## src/rtl/rep3_decoder_pl.sv

```systemverilog
// rep3_decoder_pl: two-stage valid/ready checker for 21-bit codewords whose
// top three bits repeat data bits [2:0]; strips to 18-bit data, flags errors.
//
// Ports:
//   clk, reset            clock, synchronous active-high reset
//   in_valid/in_ready/c   codeword input stream
//   out_valid/out_ready   output stream carrying b, err, syndrome
//   b                     decoded data (codeword bits [17:0])
//   err, syndrome         mismatch flag and per-bit mismatch for b
//   clr_cnt               synchronous clear of both counters
//   word_count/err_count  saturating accepted-word and error-word counters
module rep3_decoder_pl #(
    parameter int W_CNT       = 16,
    parameter bit DROP_ON_ERR = 1'b0
) (
    input  logic             clk,
    input  logic             reset,
    input  logic             in_valid,
    output logic             in_ready,
    input  logic [20:0]      c,
    output logic             out_valid,
    input  logic             out_ready,
    output logic [17:0]      b,
    output logic             err,
    output logic [2:0]       syndrome,
    input  logic             clr_cnt,
    output logic [W_CNT-1:0] word_count,
    output logic [W_CNT-1:0] err_count
);

    localparam logic [W_CNT-1:0] CNT_MAX = '1;

    logic        s1_valid;
    logic [17:0] s1_b;
    logic [2:0]  s1_syn;

    logic [2:0]  in_syn;
    logic        s1_drop;
    logic        s2_load;
    logic        s1_empty;
    logic        accept;

    assign in_syn   = c[2:0] ^ c[20:18];

    // An erroring word in drop mode leaves S1 regardless of the consumer.
    assign s1_drop  = DROP_ON_ERR && s1_valid && (|s1_syn);
    assign s2_load  = s1_valid && !s1_drop && (!out_valid || out_ready);
    assign s1_empty = s2_load || s1_drop;
    assign in_ready = !s1_valid || s1_empty;
    assign accept   = in_valid && in_ready;

    // S1: decoded word plus syndrome; a new accept takes priority over emptying.
    always_ff @(posedge clk) begin
        if (reset) begin
            s1_valid <= 1'b0;
            s1_b     <= '0;
            s1_syn   <= '0;
        end else if (accept) begin
            s1_valid <= 1'b1;
            s1_b     <= c[17:0];
            s1_syn   <= in_syn;
        end else if (s1_empty) begin
            s1_valid <= 1'b0;
        end
    end

    // S2: output register; data only changes on a load, so it holds under stall.
    always_ff @(posedge clk) begin
        if (reset) begin
            out_valid <= 1'b0;
            b         <= '0;
            err       <= 1'b0;
            syndrome  <= '0;
        end else if (s2_load) begin
            out_valid <= 1'b1;
            b         <= s1_b;
            err       <= |s1_syn;
            syndrome  <= s1_syn;
        end else if (out_valid && out_ready) begin
            out_valid <= 1'b0;
        end
    end

    // Counters track accepts, not deliveries; clear beats a same-edge increment.
    always_ff @(posedge clk) begin
        if (reset || clr_cnt) begin
            word_count <= '0;
            err_count  <= '0;
        end else if (accept) begin
            if (word_count != CNT_MAX) begin
                word_count <= word_count + 1'b1;
            end
            if ((|in_syn) && (err_count != CNT_MAX)) begin
                err_count <= err_count + 1'b1;
            end
        end
    end

endmodule

```

## config.mk

```make
export PLATFORM = sky130hd
export DESIGN_NAME = rep3_decoder_pl
export DESIGN_NICKNAME = d
export VERILOG_FILES = /design/src/rtl/rep3_decoder_pl.sv
export SDC_FILE = /design/constraint.sdc
export NUM_CORES = 1
export LEC_CHECK = 0
export ABC_AREA = 1
export CAP_MARGIN = 20
export CORE_UTILIZATION = 42
export CTS_CLUSTER_DIAMETER = 80
export DETAILED_ROUTE_END_ITERATION = 10
export GPL_TIMING_DRIVEN = 0
export PLACE_DENSITY = 0.69
export SKIP_LAST_GASP = 1
export SLEW_MARGIN = 0
export SYNTH_ARGS = -nofsm -noshare
export SYNTH_HDL_FRONTEND = slang
export SYNTH_SLANG_ARGS = --single-unit
```

## constraint.sdc

```tcl
create_clock -name clk -period 3.2 [get_ports clk]
set_clock_uncertainty 0.05 [all_clocks]
set_input_delay 0.64 -clock clk [delete_from_list [all_inputs] [get_ports clk]]
set_output_delay 0.64 -clock clk [all_outputs]
set_load 0.02 [all_outputs]
```

==> results.yml <==
status:
  status: "completed"
die:
  core_area_um2: 8220
  initial_core_util_pct: 43.3
  ios: 82
  fp.dieW_um: 94.0
  rows: 33
  die_h_um: 94.0
  fp.dieArea_um2: 8840
sta:
  min_period_ps: 2610
  fin_tns_setup_ps: 0
  setup_viol_count_final: 0
  tightestPinTransition_ps: 732
  final_max_slew_viol_count: 0
  fmax_mhz: 384
  whs_ps: 434
  rsz0062_at_grt: "no"
  final.period_utilization_pct: 81.5
  fin_ws_ps: 593
  slew_headroom_pct: 51.0
  hold_viol_final: 0
routing:
  routed_wl_mm: 8.89
  via_count: 3525
  drt-initial-drc-count: 119
  routed.top_layer: "met4"
  drc: 0
  drt_pass1_iterations: 4
  route.met2.wl_mm: 4.16
  met1_length_mm: 4.18
  vias_per_cell: 4.90
  dr_wl_met3_um: 459
  ant_nets: 0
  wl_per_cell_um: 12.4
global_routing:
  antenna_found_initial: 0
  grt_pass1_vias: 3156
  grt.overflow.total: 0
  grt_pass1_wl_mm: 14.5
  grt_usage_pct: 21.1
  grt_max_degree: 15
placement:
  port_buffers: 81
  dp_hpwl_mm: 6.53
  gp_congestion: 0.843
  pre_cts_slack_ps: 594
worst_setup_path:
  rrSetupSlack_ps: 1440
  start_kind: "input port"
  crit_fanout: 5
  crit_buf_inv: 3
  cpLargestDelayFamily: "buffers and inverters"
  worstSetupPathType: "in -> out"
  cp_data_required_time_ps: 2510
  crit_path_end_kind: "output port"
  critPathArrivalTime_ps: 1920
  crit_slowest_cell: "clkdlybuf4s50_1"
  cpMostUsedCell: "clkdlybuf4s50_1"
  slowest_delay_ps: 640
  r2r-end: "word_count[15]$_SDFFE_PP0P_"
  crit_chain: "clkdlybuf4s50_1, inv_1, nand3_2, clkdlybuf4s50_1"
  r2r-start: "word_count[0]$_SDFFE_PP0P_"
  r2r.worst_path.cells: 7
pwr:
  p_sw_share_pct: 26.8
  pwr-share-clk_pct: 36.9
  pwr-share-seq_pct: 50.7
  power.internal_w: 0.00148
  ir_worst_vdd_mv: 0.222
  powerDensity_nw_per_um2: 431
  p_leak_nw: 1.80
  power_frac_comb_pct: 12.4
  p_switching_w: 0.000543
cells_and_area:
  antenna_cells: 0
  drive_gt1_share_pct: 7.49
  multi_input_area_um2: 1750
  regArea_um2: 1540
  area_growth_pct: 32.1
  nets: 637
  fillers: 818
cts:
  cts_resized: 0
  clockBufferDepth: 2
  cts_tree: "built"
  htree_levels: 3
  insertion_delay_ps: 350
  holdBufCountCts: 0
  post-cts-setup-buffers: 0
  numCtsBuffers: 9
  clk_pin_slew_worst_paths_ps: 90
  cts.sinks: 77
  cts_root_buffer: "clkbuf_8"
worst_hold_path:
  hp-class: "reg -> reg"
  holdPathEnd: "s1_b[14]$_SDFFE_PP0P_"
  hold_depth: 2
  min_from: "s1_b[14]$_SDFFE_PP0P_"
flow_run:
  drv_cap: 0
synthesis:
  postSynth.asyncResetShare_pct: 0
  ys_seq_area_share_pct: 43.4
  synth_top_cell_by_area: "dfxtp_1"
  synth_cell_types: 24
  synth_nets: 545
  netlist_area_um2: 3550
  synth_edf_count: 0
  synth.most_common_cell: "nor2_1"
  synth_cells: 517
  synth_top_area_share_pct: 43.4
  ys.flop_type: "dfxtp_1"
  synth_area_leaders: "dfxtp_1 (43%), nor2_1 (15%), nand2_1 (10%)"
  ys_seq_elements: 77
  avgSynthCellArea_um2: 6.88
  ys_warn_count: 0
  synth.cells.most_frequent: "nor2_1 (140), nand2_1 (98), dfxtp_1 (77)"
==> worst min-delay path, cell delays in order, from the launching register on <==
cell and delay [ps]:
dfxtp_1 330, nor2_1 40, nor2_1 80
==> power groups by stage <==
| stage | Combinational, W | Sequential, W | Clock, W |
|---|---|---|---|
| global placement | 0.000247 | 0.00105 | 0 |
| detailed placement | 0.000252 | 0.00105 | 0 |
| finish | 0.000251 | 0.00103 | 0.000747 |
| CTS | 0.000254 | 0.00103 | 0.000759 |
| floorplan | 0.000112 | 0.00107 | 0 |
| global route | 0.000279 | 0.00103 | 0.000805 |
==> worst max-delay path by stage <==
| stage | start | end | slack [ps] | cells after the start |
|---|---|---|---|---|
| 2_1_floorplan | out_ready | s1_syn[0]$_SDFFE_PP0P_ | 1500 | 7 |
| 3_3_place_gp | out_ready | in_ready | 590 | 4 |
| 3_5_place_dp | out_ready | in_ready | 590 | 4 |
| 4_1_cts | out_ready | in_ready | 590 | 4 |
| 5_1_grt | out_ready | in_ready | 560 | 4 |
| 6_report | out_ready | in_ready | 590 | 4 |
==> through the flow <==
stage / instance area, um2 / std cells / power, W / util [%]
after floorplan: 3550 / 517 / 0.00118 / -
after global placement: 4500 / 703 / 0.00129 / 54.7
after detailed placement: 4500 / 703 / 0.00130 / 54.7
after CTS: 4700 / 719 / 0.00204 / 57.1
after global routing: 4700 / 719 / 0.00212 / 57.1
final: 4700 / 719 / 0.00202 / 57.1
==> flip-flops by register name (all words and copies together) (netlist names) <==
signal,cells
s1_syn,3
s1_valid,1
out_valid,1
word_count,16
err,1
err_count,16
syndrome,3
b,18
s1_b,18
==> cell families after synthesis <==
group | after synthesis | share of synthesized area (%)
AO/OA/AOI/OAI | 74 | 10.4
adder cells (fa/ha/maj) | 2 | 0.704
flip-flops | 77 | 43.4
XOR/XNOR | 5 | 1.23
AND/OR/NAND/NOR | 301 | 36.9
buffers and inverters | 58 | 7.36
==> layout make-up <==
cell class | count | share of cell area (%)
buffer | 17 | 2.29
clock buffer | 10 | 2.72
clock inverter | 6 | 1.52
inverter | 41 | 3.28
multi-input combinational | 382 | 37.3
sequential | 77 | 32.8
tap | 105 | 2.80
timing repair buffer | 81 | 17.3
==> layer usage <==
layer	vias to the layer above	track usage [%]
li1	1828	-
met1	1599	26.7
met2	90	35.8
met3	8	4.45
met4	0	6.15
met5	-	0
==> placed cells by master (no fill, tap or decap) <==
| master | n |
|---|---|
| buf_2 | 4 |
| nand3b_1 | 3 |
| bufinv_16 | 1 |
| nor2_4 | 4 |
| inv_6 | 2 |
| buf_6 | 1 |
| a21oi_1 | 28 |
| nand2_2 | 5 |
| inv_2 | 1 |
| xnor2_1 | 2 |
| o21ai_0 | 46 |
| inv_1 | 40 |
| clkbuf_8 | 11 |
| nand4_1 | 6 |
| ha_1 | 2 |
| nand3_1 | 31 |
| nor2_1 | 140 |
| clkdlybuf4s50_1 | 81 |
| nand2_1 | 98 |
| clkinv_4 | 1 |
| nor3_1 | 1 |
| clkinvlp_4 | 2 |
| dfxtp_1 | 77 |
| buf_8 | 1 |
| nand3_2 | 7 |
| nand4_4 | 1 |
| nor2_2 | 5 |
| xor2_1 | 3 |
| clkbuf_1 | 10 |
Note: power is estimated with default switching activity, not from simulation.
